File: config.mk
export PLATFORM = sky130hd
export DESIGN_NAME = sram_fifo_mc_ctrl
export DESIGN_NICKNAME = d
export VERILOG_FILES = /design/src/rtl/sram_fifo_mc_ctrl.sv
export SDC_FILE = /design/constraint.sdc
export NUM_CORES = 1
export LEC_CHECK = 0
export CAP_MARGIN = 25
export CORE_MARGIN = 2
export CORE_UTILIZATION = 25
export DETAILED_ROUTE_END_ITERATION = 10
export GPL_ROUTABILITY_DRIVEN = 1
export PLACE_DENSITY_LB_ADDON = 0.12
export SLEW_MARGIN = 5
export SYNTH_ARGS = -nofsm -noshare
export SYNTH_HDL_FRONTEND = slang
export SYNTH_SLANG_ARGS = --single-unit
File: constraint.sdc
create_clock -name clk -period 12.7 [get_ports clk]
set_input_delay 1.27 -clock clk [delete_from_list [all_inputs] [get_ports clk]]
set_output_delay 1.27 -clock clk [all_outputs]
set_load 0.005 [all_outputs]
File: src/rtl/sram_fifo_mc_ctrl.sv
// NCH independent byte-granular FIFOs mapped onto one dual-port SRAM.
// Port A is write-only and port B is read-only. Each channel owns a fixed word region.
module sram_fifo_mc_ctrl #(
  parameter  int WIDTH    = 32,
  parameter  int DEPTH    = 64,
  parameter  int NCH      = 4,
  parameter  int MAX_SIZE = 2,
  localparam int RW       = DEPTH / NCH,
  localparam int RB       = RW * WIDTH / 8,
  localparam int CW       = $clog2(NCH),
  localparam int BW       = $clog2(RB),
  localparam int CWP      = (CW > 0) ? CW : 1,
  localparam int EW       = 8 * (2 ** MAX_SIZE),
  localparam int AW       = $clog2(DEPTH),
  localparam int NB       = WIDTH / 8
) (
  input  logic                 clk,
  input  logic                 rst,
  input  logic [2*NCH-1:0]     cfg_size,
  input  logic [NCH-1:0]       flush,
  input  logic                 wr_valid,
  input  logic [CWP-1:0]       wr_ch,
  input  logic [EW-1:0]        wr_data,
  output logic                 wr_ready,
  input  logic                 rd_req,
  input  logic [CWP-1:0]       rd_ch,
  output logic                 rd_ready,
  output logic                 rd_valid,
  output logic [EW-1:0]        rd_data,
  output logic [NCH-1:0]       empty,
  output logic [NCH-1:0]       full,
  output logic [NCH*(BW+1)-1:0] count,
  output logic [NCH-1:0]       err,
  output logic                 ce_a,
  output logic                 we_a,
  output logic [AW-1:0]        addr_a,
  output logic [NB-1:0]        wmask_a,
  output logic [WIDTH-1:0]     wdata_a,
  output logic                 ce_b,
  output logic [AW-1:0]        addr_b,
  input  logic [WIDTH-1:0]     rdata_b
);

  localparam int OW  = $clog2(NB);
  localparam int OWP = (OW > 0) ? OW : 1;

  // Handshake: a request is accepted in the cycle where valid/req and ready are
  // both high; ready depends only on registered state and flush, never on valid.

  logic [BW-1:0]  wptr_q  [NCH];
  logic [BW-1:0]  wptr_d  [NCH];
  logic [BW-1:0]  rptr_q  [NCH];
  logic [BW-1:0]  rptr_d  [NCH];
  logic [BW:0]    count_q [NCH];
  logic [BW:0]    count_d [NCH];
  logic [1:0]     size_q  [NCH];
  logic [1:0]     size_d  [NCH];
  logic [NCH-1:0] err_q, err_d;
  logic [BW:0]    nbytes  [NCH];
  logic [NCH-1:0] full_c, empty_c;
  logic [NCH-1:0] w_hit, r_hit, w_rej, r_rej;

  logic           rd_valid_q, rd_valid_d;
  logic [OWP-1:0] rd_off_q, rd_off_d;
  logic [1:0]     rd_size_q, rd_size_d;

  logic           wr_acc, rd_acc;
  logic [BW-1:0]  wp, rp;
  logic [OWP-1:0] woff, roff;
  logic [NB-1:0]  wbase;
  logic [WIDTH-1:0] rshift, rmask;
  logic [7:0]     rbits;

  function automatic logic [1:0] clamp_size(input logic [1:0] s);
    if (int'(s) > MAX_SIZE) return 2'(MAX_SIZE);
    return s;
  endfunction

  function automatic logic [AW-1:0] chan_addr(input logic [CWP-1:0] ch, input logic [BW-1:0] p);
    return AW'(AW'(ch) * AW'(RW)) + AW'(p >> OW);
  endfunction

  always_comb begin
    count = '0;
    for (int c = 0; c < NCH; c++) begin
      nbytes[c]  = (BW+1)'(1) << size_q[c];
      empty_c[c] = (count_q[c] == '0);
      full_c[c]  = (((BW+1)'(RB) - count_q[c]) < nbytes[c]);
      count[c*(BW+1) +: BW+1] = count_q[c];
    end
  end

  assign empty    = empty_c;
  assign full     = full_c;
  assign err      = err_q;
  assign rd_valid = rd_valid_q;

  always_comb begin
    wr_ready = !rst && !full_c[wr_ch] && !flush[wr_ch];
    rd_ready = !rst && !empty_c[rd_ch] && !flush[rd_ch];
    wr_acc   = wr_valid && wr_ready;
    rd_acc   = rd_req && rd_ready;

    wp    = wptr_q[wr_ch];
    rp    = rptr_q[rd_ch];
    woff  = OWP'(wp) & OWP'(NB - 1);
    roff  = OWP'(rp) & OWP'(NB - 1);
    wbase = ~({NB{1'b1}} << nbytes[wr_ch]);

    ce_a    = wr_acc;
    we_a    = wr_acc;
    addr_a  = chan_addr(wr_ch, wp);
    wmask_a = wr_acc ? (wbase << woff) : '0;
    wdata_a = wr_acc ? (WIDTH'(wr_data) << {woff, 3'b000}) : '0;

    ce_b   = rd_acc;
    addr_b = chan_addr(rd_ch, rp);

    rd_valid_d = rd_acc;
    rd_off_d   = roff;
    rd_size_d  = size_q[rd_ch];

    // Response uses the offset/size captured at accept, so a flush in between is harmless.
    rbits   = 8'd8 << rd_size_q;
    rshift  = rdata_b >> {rd_off_q, 3'b000};
    rmask   = ~({WIDTH{1'b1}} << rbits);
    rd_data = rd_valid_q ? EW'(rshift & rmask) : '0;
  end

  always_comb begin
    err_d = err_q;
    for (int c = 0; c < NCH; c++) begin
      wptr_d[c]  = wptr_q[c];
      rptr_d[c]  = rptr_q[c];
      count_d[c] = count_q[c];
      size_d[c]  = size_q[c];
      w_hit[c]   = wr_acc && (wr_ch == CWP'(c));
      r_hit[c]   = rd_acc && (rd_ch == CWP'(c));
      w_rej[c]   = wr_valid && !wr_ready && (wr_ch == CWP'(c));
      r_rej[c]   = rd_req && !rd_ready && (rd_ch == CWP'(c));
      if (flush[c]) begin
        wptr_d[c]  = '0;
        rptr_d[c]  = '0;
        count_d[c] = '0;
        size_d[c]  = clamp_size(cfg_size[2*c +: 2]);
        err_d[c]   = 1'b0;
      end else begin
        if (w_hit[c]) wptr_d[c] = wptr_q[c] + nbytes[c][BW-1:0];
        if (r_hit[c]) rptr_d[c] = rptr_q[c] + nbytes[c][BW-1:0];
        count_d[c] = count_q[c] + (w_hit[c] ? nbytes[c] : '0) - (r_hit[c] ? nbytes[c] : '0);
        if (w_rej[c] || r_rej[c]) err_d[c] = 1'b1;
      end
    end
  end

  always_ff @(posedge clk) begin
    if (rst) begin
      for (int c = 0; c < NCH; c++) begin
        wptr_q[c]  <= '0;
        rptr_q[c]  <= '0;
        count_q[c] <= '0;
        size_q[c]  <= clamp_size(cfg_size[2*c +: 2]);
      end
      err_q      <= '0;
      rd_valid_q <= 1'b0;
      rd_off_q   <= '0;
      rd_size_q  <= '0;
    end else begin
      for (int c = 0; c < NCH; c++) begin
        wptr_q[c]  <= wptr_d[c];
        rptr_q[c]  <= rptr_d[c];
        count_q[c] <= count_d[c];
        size_q[c]  <= size_d[c];
      end
      err_q      <= err_d;
      rd_valid_q <= rd_valid_d;
      rd_off_q   <= rd_off_d;
      rd_size_q  <= rd_size_d;
    end
  end

endmodule

==> impl_summary.md <==
Critical path
The worst setup path is launched from an input port. The capturing element type of the critical path is an output pin. Data on the critical path is required at its endpoint by 11.43 ns. At the worst endpoint, the arrival time is 4.43 ns. The critical path is of the in -> out type. Of all nets on the critical path, the largest fanout is 51.

Route
In the detailed route, the total length drawn on met2 is 13.3 mm. The routed design has 29.6 mm of wire. The final antenna-violating net count is 0.

The routed length on met1 is 14.0 mm. The highest metal layer carrying signal wires in the routed design is met4. The routed wirelength normalized by instance count is 17.7 um. The number of DRC markers after the initial detailed-route iteration is 375.

The post-detailed-route via-to-cell ratio is 4.68. The count of unresolved DRC violations after routing is 0. The via count of the routed design is 7808. Summed over all nets, wire length on met3 after detailed routing comes to 1.92 mm. The first detailed-routing pass ran for 4 iterations.

Logic synthesis
The net count after synthesis is 1219. The number of library cell types mapped by synthesis is 83. The total number of yosys warnings is 0. After synthesis, the share of flip-flops with an asynchronous set or reset is 0%. The synthesized flop and latch total is 93. The main flop type after synthesis is sky130_fd_sc_hd__dfxtp_1. Synthesis produced 1037 cells. Summing the sequential cell areas from Yosys gives 22.1% of the chip area. The synthesized netlist occupies a cell area of 8790 um^2. A synthesized cell averages 8.48 um^2. The number of flops mapped to enable cells by yosys is 8.

Pwr
The design draws 965 uW. IR analysis of the VDD net gives a maximum drop of 0.0000574 V. The fraction of power consumed by sequential logic is 33.9%.

The cell area power density is 83.8 nW/um^2. For this design the static power due to leakage is 4.70 nW. The fraction of power consumed by combinational cells is 34.0%. The clock group share of total power is 32.1%. For this design the total switching power over the nets is 322 uW. The fraction of power spent switching nets is 33.3%.

The internal portion of the total power is 643 uW.

Global routing
The first global-routing pass estimated 45.3 mm of wire. The via count of the first global-routing pass is 7713. After global routing the overflow that remains totals 0. For this run, the total global-route usage over all layers was measured as 16.2%. The initial antenna violation count was 0.

The pin count of the biggest net entering global routing is 52.

Run status
The run finished with clean final reports.

Final layout
The layout net count is 1392. The share of layout cells above drive strength 1 is 8.97%. The antenna diode count is 0. The share of the core filled with cells in the final layout is 33.3%. The layout overhead on the synthesized area is 30.9%.

CTS
The clock drives 93 sinks. The count of H-tree levels built during CTS is 3. In this run the post-CTS setup repair buffer count came out at 0. The number of clock buffers added by TritonCTS is 9. The count of cells resized by post-cts repair is 0. The maximum clock path buffer count is 2. The root cell of the clock tree is sky130_fd_sc_hd__clkbuf_16. The TritonCTS clock tree is yes. The clock transition at the registers of the reported paths is 0.07 ns. At the later pin of the worst-skew pair, clock insertion delay measures 0.36 ns. The number of hold buffers added after CTS was 0.

Run
Max-cap violations in this run came to 0.

STA
The part of the cycle the worst path needs is 44.9%. The final setup TNS is 0 ns. The hold violation total from the final report is 0.

Setup violations remaining at the end of the flow were counted as 0. Setup repair after global routing left no endpoint under its margin. Across the routed clock network, the largest skew measured is 0.0118 ns. The post-route worst hold slack is 0.475 ns.

The highest clock frequency the design can meet is 0.175 GHz. The max-slew violation count is 0. The normalized max-slew margin is 32.3%. The minimum period implied by the final worst setup slack is 5.70 ns. For the pin with the worst max-slew slack, the measured transition is 1.01 ns.

Place
The placed wire-length estimate after detailed placement is 23.8 mm. The weighted congestion at the end of routability-driven global placement is 0.803. The count of buffers from port buffering is 209.

Floorplanning
The floorplan step defined a die boundary enclosing 36700 um^2. The initial cell density of the core is 25.4%. The core region is 34600 um^2. The floorplan has 68 rows. The top-level I/O count is 210. The vertical extent of the die is 192 um.

The die width is 192 um.

Hold path
The worst hold path belongs to the class reg -> reg.
## stage by stage
step           worst slack (ns)  instance area (um^2)  instances
2_1_floorplan              8.18                  8790       1037
3_3_place_gp               6.91                 11200       1653
3_5_place_dp               6.84                 11200       1654
4_1_cts                    6.96                 11500       1670
5_1_grt                    6.81                 11500       1670
6_report                   7.00                 11500       1670
## state kept, by name (all words and copies together), names as in the netlist
name       count
rd_valid       1
rd_off_q       2
size_q         8
rptr_q        24
rd_size_q      2
wptr_q        24
count_q       28
err            4
## power by group through the flow
stage / Clock, mW / Sequential, mW / Combinational (mW)
after floorplan: 0 / 0.326 / 0.197
after global placement: 0 / 0.335 / 0.331
after detailed placement: 0 / 0.335 / 0.332
after CTS: 0.321 / 0.328 / 0.334
after global routing: 0.330 / 0.330 / 0.362
final: 0.310 / 0.327 / 0.328
## cell usage after synthesis (all sizes together), types with 4 or more instances
master / number / area, um^2
inv: 113 / 424
nor2: 112 / 423
dfxtp: 85 / 1700
ha: 78 / 976
nand2: 77 / 289
a21oi: 75 / 420
mux2i: 49 / 490
xnor2: 37 / 324
o21ai: 36 / 180
clkbuf: 29 / 139
a211oi: 27 / 265
buf: 25 / 200
nor2b: 22 / 138
a21o: 20 / 151
fa: 20 / 400
and2: 18 / 114
mux2: 17 / 191
mux4: 17 / 383
nor3: 17 / 85.1
xor2: 15 / 131
nand3: 14 / 82.6
or3: 11 / 75.1
nand2b: 10 / 62.6
or2: 9 / 56.3
a21boi: 8 / 63.8
edfxtp: 8 / 240
o211a: 8 / 80.1
o21bai: 8 / 63.8
o31a: 7 / 63.8
o211ai: 6 / 45.0
o31ai: 6 / 45.0
o21a: 5 / 37.5
a31oi: 4 / 25.0
maj3: 4 / 40.0
or3b: 4 / 35.0
## area by class of cell
cell class	instances	area, um^2
inverters	113	424
fillers	3608	23100
well taps	455	569
clock inverters	3	23.8
multi-input cells	777	6090
clock buffers	13	314
repair buffers	216	2150
flip-flops and latches	93	1940
## critical path, cell delays in order
cell	delay, ns
sky130_fd_sc_hd__clkdlybuf4s50_1	0.47
sky130_fd_sc_hd__buf_4	0.29
sky130_fd_sc_hd__mux4_2	0.90
sky130_fd_sc_hd__or3_1	0.65
sky130_fd_sc_hd__a211oi_1	0.28
sky130_fd_sc_hd__clkdlybuf4s50_1	0.54
## cell usage in the layout, fill, tap and decap left out, types with 12 or more instances in the layout
master	count
sky130_fd_sc_hd__fa_1	20
sky130_fd_sc_hd__inv_1	112
sky130_fd_sc_hd__nor3_1	17
sky130_fd_sc_hd__nand2_1	77
sky130_fd_sc_hd__and2_1	17
sky130_fd_sc_hd__mux2i_1	49
sky130_fd_sc_hd__nor2_1	111
sky130_fd_sc_hd__nand3_1	13
sky130_fd_sc_hd__nor2b_1	22
sky130_fd_sc_hd__mux2_2	17
sky130_fd_sc_hd__a211oi_1	16
sky130_fd_sc_hd__a21oi_1	63
sky130_fd_sc_hd__ha_1	78
sky130_fd_sc_hd__mux4_2	17
sky130_fd_sc_hd__xor2_1	15
sky130_fd_sc_hd__clkdlybuf4s50_1	209
sky130_fd_sc_hd__o21ai_0	34
sky130_fd_sc_hd__a21oi_2	12
sky130_fd_sc_hd__a21o_1	19
sky130_fd_sc_hd__clkbuf_16	12
sky130_fd_sc_hd__dfxtp_1	85
sky130_fd_sc_hd__xnor2_1	37
## final timing paths
path                                 endpoint         start  slack (ns)  cells after the start
worst min register to register   wptr_q[2][5]  wptr_q[2][5]        0.47                      1
worst min-delay path             wptr_q[2][5]  wptr_q[2][5]        0.47                      1
worst max register to register  count_q[2][6]  size_q[2][1]        8.21                     17
worst max-delay path               wdata_a[2]      wr_ch[0]        7.00                      6
## routing by layer
metal,GRT usage (%),vias to the layer above
met5,0,-
met4,4.29,0
met3,2.29,20
met2,26.6,215
met1,22.1,3658
li1,-,3915
## logic make-up (layout without fill, tap and decap cells)
logic type,after synthesis,in the layout,share of synthesized area [%]
flops,93,93,22.1
buf+inv,167,345,8.68
mux,83,83,12.1
compound gates,225,225,18.0
fa+ha+maj,102,102,16.1
xor+xnor,52,52,5.18
simple gates,315,315,17.8
(Power assumes the default switching activity.)
==> variant 1: new RTL, config.mk and constraints unchanged <==
`MAX_SIZE`: 2 -> 1.
--- a/src/rtl/sram_fifo_mc_ctrl.sv
+++ b/src/rtl/sram_fifo_mc_ctrl.sv
@@ -4,7 +4,7 @@
   parameter  int WIDTH    = 32,
   parameter  int DEPTH    = 64,
   parameter  int NCH      = 4,
-  parameter  int MAX_SIZE = 2,
+  parameter  int MAX_SIZE = 1,
   localparam int RW       = DEPTH / NCH,
   localparam int RB       = RW * WIDTH / 8,
   localparam int CW       = $clog2(NCH),
Ports: changed (resized rd_data and wr_data); port bits go from 210 to 178. The function was not compared with the original's and may differ.
==> variant 1 against the unedited design <==
  * Synthesized area is 7.6% lower
  * Total power decreased by 11%
  * Sequential cell count unchanged
  * Register-to-register slack got worse by 0.34 ns
  * Global-route usage down 0.46 points
  * Routed wire length shrank 11%
  * Worst setup slack worse by 0.52 ns
  * Cell area decreased by 8.3%
  * Critical path type unchanged
  * Critical endpoint is now wmask_a[3]
  * Largest power group is now sequential cells
==> variant 1: results (changes against the unedited design) <==
First-pass GRT wire length = 40.4 mm (was 45.3 mm)
Post-synthesis cell type count = 73 (was 83)
LEAKAGE = 4.27 nW (was 4.70 nW)
Met3 routing resource usage after global routing = 2.29% (about the same)
Biggest registers after layout = count_q (28), rptr_q (24), wptr_q (24) (unchanged)
Number of nets in the layout = 1263 (was 1392)
Post-CTS sizing = 0 (unchanged)
Last weighted congestion value of the routability-driven placer = 0.817 (was 0.803)
Adder and majority gate portion of the synthesized area = 18.2% (was 16.1%)
Number of iterations in the first detailed-routing pass = 4 (unchanged)
Routed length per placed instance = 17.1 um (was 17.7 um)
Insertion delay of the later-clocked pin in the worst-skew pair = 0.36 ns (about the same)
Mux cell area share after synthesis = 11.0% (was 12.1%)
Ys Warns = 0 (unchanged)
Maximum fanout encountered on the critical timing path = 20 (was 51)
Compound-gate portion of the synthesized area = 14.2% (was 18.0%)
Number of flops mapped to enable cells by yosys = 8 (unchanged)
Proportion of synthesized flip-flops having asynchronous set or reset = 0% (unchanged)
Top_reg_cell synth = dfxtp_1 (unchanged)
Met2 GRT Util = 26.1% (was 26.6%)
Fill cells = 3397 (was 3608)
Maximum number of pins on one net before global-route repair = 26 (was 52)
Status = complete, no violations (unchanged)
Total DRC errors in the routed layout = 0 (unchanged)
Vias/cell = 4.60 (was 4.68)
Detail Placement HPWL = 21.6 mm (was 23.8 mm)
Port bufs = 177 (was 209)
Clock transition at the registers of the reported paths = 0.07 ns (about the same)
Top cells by instance count after synthesis = 109 x nor2_1, 107 x inv_1, 85 x dfxtp_1, 80 x ha_1, 55 x a21oi_1 (was 112 x inv_1, 111 x nor2_1, 85 x dfxtp_1, 78 x ha_1, 77 x nand2_1)
Worst IR drop on VDD = 0.0481 mV (was 0.0574 mV)
Share of cells above drive strength 1 = 6.48% (was 8.97%)
Number of antenna violations at the first check in global routing = 0 (unchanged)
Cell types occupying the most area after synthesis = dfxtp_1 21%, ha_1 12%, fa_1 5.9% (was dfxtp_1 19%, ha_1 11%, mux2i_1 5.6%)
Overall track demand over capacity in global routing = 15.7% (was 16.2%)
Buffer cell driving the clock tree root = clkbuf_16 (unchanged)
Pre-CTS setup slack = 6.12 ns (was 6.84 ns)
Class of the most critical hold timing path = flop to flop (unchanged)
Tightest Pin Transition = 0.881 ns (was 1.01 ns)
M1 GR Usage = 21.1% (was 22.1%)
Number of H-tree levels = 3 (unchanged)
Vias in the first global route = 6853 (was 7713)
Sequential area share after synthesis = 23.9% (was 22.1%)
Iter 0 DRT Violations = 316 (was 375)
Antenna diode count = 0 (unchanged)
Max Buffers Root-to-Sink = 2 (unchanged)
Hold-fix buffers at CTS = 0 (unchanged)
Arrival time of data at the critical path endpoint = 4.95 ns (was 4.43 ns)
Maximum clock skew at final layout = 0.00893 ns (was 0.0118 ns)
XOR/XNOR share of the synthesized area = 4.74% (was 5.18%)
Post-CTS Setup Repair Bufs = 0 (unchanged)
Number of CTS-inserted buffers = 9 (unchanged)
==> variant 1: cell count changes after synthesis, moves of 8 or more <==
cell,delta
o21ai_0,-14
nor4_1,+20
a211oi_2,-10
nand2_1,-52
a22oi_1,+8
nor3_1,+14
a21oi_1,-8
xor2_1,-10
mux2i_1,-11
mux2_2,-9
a21oi_2,-12
a211oi_1,-9
nor2b_1,+11
==> variant 1: worst max-delay path, cell delays in order <==
cell	delay, ns
clkdlybuf4s50_1	0.46
buf_4	0.30
mux4_2	0.55
nor2_1	0.32
o311ai_4	0.34
nand4bb_2	0.69
a211oi_1	0.43
clkdlybuf4s50_1	0.57
==> variant 1: worst paths after layout <==
check / depth (start not counted) / slack, ns / startpoint / to
worst min register to register: 1 / 0.46 / wptr_q[3][5]$_SDFFE_PP0N_ / wptr_q[3][5]$_SDFFE_PP0N_
worst min-delay path: 1 / 0.46 / wptr_q[3][5]$_SDFFE_PP0N_ / wptr_q[3][5]$_SDFFE_PP0N_
worst max-delay path: 8 / 6.48 / wr_ch[0] / wmask_a[3]
worst max register to register: 17 / 7.87 / size_q[1][0]$_SDFFCE_PN1P_ / count_q[1][6]$_SDFF_PP0_
==> variant 1: routing by layer <==
layer | routed length [um] | part of all wire, %
met2 | 12100 | 46
met3 | 1580 | 6.0
met5 | 0 | 0
met4 | 384 | 1.5
met1 | 12300 | 47
==> variant 1: through the flow <==
step | instance area (um2) | cells | utilization [%]
after floorplan | 8140 | 943 | -
after global placement | 10300 | 1521 | 31.8
after detailed placement | 10300 | 1522 | 31.8
after CTS | 10600 | 1538 | 32.7
after global routing | 10600 | 1538 | 32.7
final | 10600 | 1538 | 32.7
==> variant 1: logic make-up (layout without fill, tap and decap cells) <==
logic type	Yosys count	count (layout)
AO/OA/AOI/OAI	169	169
XOR/XNOR	44	44
adder cells (fa/ha/maj)	104	104
buffers and inverters	157	310
flip-flops	93	93
multiplexers	65	65
other	1	4
AND/OR/NAND/NOR	307	307
==> variant 1: layout make-up <==
cell class / instances / area [um2] / share of cell area [%]
inverter: 109 / 409 / 3.87
multi-input combinational: 693 / 5550 / 52.5
clock inverter: 5 / 35.0 / 0.332
sequential: 93 / 1940 / 18.4
clock buffer: 11 / 243 / 2.30
tap: 442 / 553 / 5.24
timing repair buffer: 185 / 1830 / 17.3
==> variant 1: report_power, final <==
part / switching [mW] / internal [mW] / total [mW]
Sequential: 0.0171 / 0.306 / 0.323
Clock: 0.127 / 0.139 / 0.266
Combinational: 0.140 / 0.133 / 0.273
Total: 0.284 / 0.579 / 0.862
==> variant 2: new RTL, same settings <==
Made on the original files. Put a register stage on the output `count`. The value now appears one clock later. The other outputs are not delayed to match.
--- a/src/rtl/sram_fifo_mc_ctrl.sv
+++ b/src/rtl/sram_fifo_mc_ctrl.sv
@@ -44,6 +44,8 @@
   localparam int OW  = $clog2(NB);
   localparam int OWP = (OW > 0) ? OW : 1;
 
+  logic [NCH*(BW+1)-1:0] count_c;
+
   // Handshake: a request is accepted in the cycle where valid/req and ready are
   // both high; ready depends only on registered state and flush, never on valid.
 
@@ -81,12 +83,12 @@
   endfunction
 
   always_comb begin
-    count = '0;
+    count_c = '0;
     for (int c = 0; c < NCH; c++) begin
       nbytes[c]  = (BW+1)'(1) << size_q[c];
       empty_c[c] = (count_q[c] == '0);
       full_c[c]  = (((BW+1)'(RB) - count_q[c]) < nbytes[c]);
-      count[c*(BW+1) +: BW+1] = count_q[c];
+      count_c[c*(BW+1) +: BW+1] = count_q[c];
     end
   end
 
@@ -179,5 +181,9 @@
     end
   end
 
+  always_ff @(posedge clk) begin
+    count <= count_c;
+  end
+
 endmodule
 
Formal check against the unedited RTL: not equivalent (a bounded check fails within 4 cycles, from zero or initial values and one cycle with rst high).
==> variant 2 against the unedited design <==
  * Final cell count increased by 1.4%
  * Synthesized area increased by 2.2%
  * Cell area rose by 3.9%
  * Sequential cell count grew 28
  * Synthesized cell count increased by 0.58%
  * Clock skew down 0.0034 ns
  * Total power is 20% higher
  * Worst setup slack worse by 0.18 ns
  * Routed wire length about the same
  * Hold slack worse by 0.069 ns
  * Combinational power down 14%
  * Register-to-register slack got worse by 0.13 ns
  * Sequential power rose by 28%
  * Largest cell class unchanged
==> variant 2: results (changes against the unedited design) <==
Worst Hold Launch = count_q[2][6]$_SDFF_PP0_ (was wptr_q[2][5]$_SDFFE_PP0N_)
Share of cells above drive strength 1 = 7.22% (was 8.97%)
Number of H-tree levels = 4 (was 3)
Adder and majority gate portion of the synthesized area = 15.7% (was 16.1%)
Sequential area share after synthesis = 27.8% (was 22.1%)
Detail Placement HPWL = 23.4 mm (was 23.8 mm)
Vias in the first global route = 7899 (was 7713)
M1 GR Usage = 20.7% (was 22.1%)
Terminus of the critical flop-to-flop path = count_q[1][6]$_SDFF_PP0_ (was count_q[2][6]$_SDFF_PP0_)
Number of iterations in the first detailed-routing pass = 5 (was 4)
Post-synthesis cell type count = 68 (was 83)
Maximum fanout encountered on the critical timing path = 21 (was 51)
Compound-gate portion of the synthesized area = 13.2% (was 18.0%)
Top-area cell type share of the netlist area = 25.2% (was 19.3%)
Number of cells on the worst hold path = 0 (was 1)
Critical path's top delay family = simple AND/OR/NAND/NOR gates (was buffers and inverters)
Met2 GRT Util = 26.6% (about the same)
Maximum clock skew at final layout = 0.00847 ns (was 0.0118 ns)
Last weighted congestion value of the routability-driven placer = 0.794 (was 0.803)
Worst R2R Path Depth = 16 (was 17)
Number of nets in the layout = 1403 (was 1392)
Status = complete, no violations (unchanged)
Vias/cell = 4.65 (was 4.68)
Maximum number of pins on one net before global-route repair = 39 (was 52)
Top cells by instance count after synthesis = 113 x dfxtp_1, 109 x nor2_1, 96 x inv_1, 78 x ha_1, 71 x nand2_1 (was 112 x inv_1, 111 x nor2_1, 85 x dfxtp_1, 78 x ha_1, 77 x nand2_1)
Number of antenna violations at the first check in global routing = 1 (was 0)
Iter 0 DRT Violations = 362 (was 375)
Sum of met3 wire segment lengths after detailed routing = 1.29 mm (was 1.92 mm)
Worst setup slack for register-to-register paths = 8.08 ns (was 8.21 ns)
Arrival time of data at the critical path endpoint = 4.61 ns (was 4.43 ns)
First-pass GRT wire length = 46.2 mm (was 45.3 mm)
Launch point of the worst reg-to-reg path = size_q[1][1]$_SDFFCE_PN1P_ (was size_q[2][1]$_SDFFCE_PN1P_)
Detailed-routed wire length on met2 = 14.0 mm (was 13.3 mm)
XOR/XNOR share of the synthesized area = 5.26% (was 5.18%)
Cell types occupying the most area after synthesis = dfxtp_1 25%, ha_1 11%, mux2i_1 5.2% (was dfxtp_1 19%, ha_1 11%, mux2i_1 5.6%)
[variant 2: changes by cell type after synthesis, sizes merged, moves of 7 or more]
cell    delta
dfxtp     +28
nor3      +36
a211oi    -16
inv       -17
a21oi      -8
o31a       -7
[variant 2: layout make-up]
cell class / count / area [um2] / share of cell area, %
multi-input combinational: 765 / 5820 / 48.6
sequential: 121 / 2500 / 20.9
timing repair buffer: 220 / 2170 / 18.2
tap: 461 / 577 / 4.82
clock buffer: 23 / 489 / 4.09
inverter: 96 / 360 / 3.01
clock inverter: 8 / 45.0 / 0.376
[variant 2: per-stage QoR]
step                      instances  worst slack, ns  instance area, um2  hold slack, ns
after floorplan                1043             8.27                8990           0.358
after global placement         1663             6.82               11400           0.398
after detailed placement       1663             6.77               11400           0.396
after CTS                      1694             6.79               12000           0.402
after global routing           1694             6.56               12000           0.424
final                          1694             6.82               12000           0.406
[variant 2: report_power, final]
group | internal [mW] | switching [mW]
sequential | 0.400 | 0.0205
combinational | 0.141 | 0.142
clock | 0.267 | 0.189
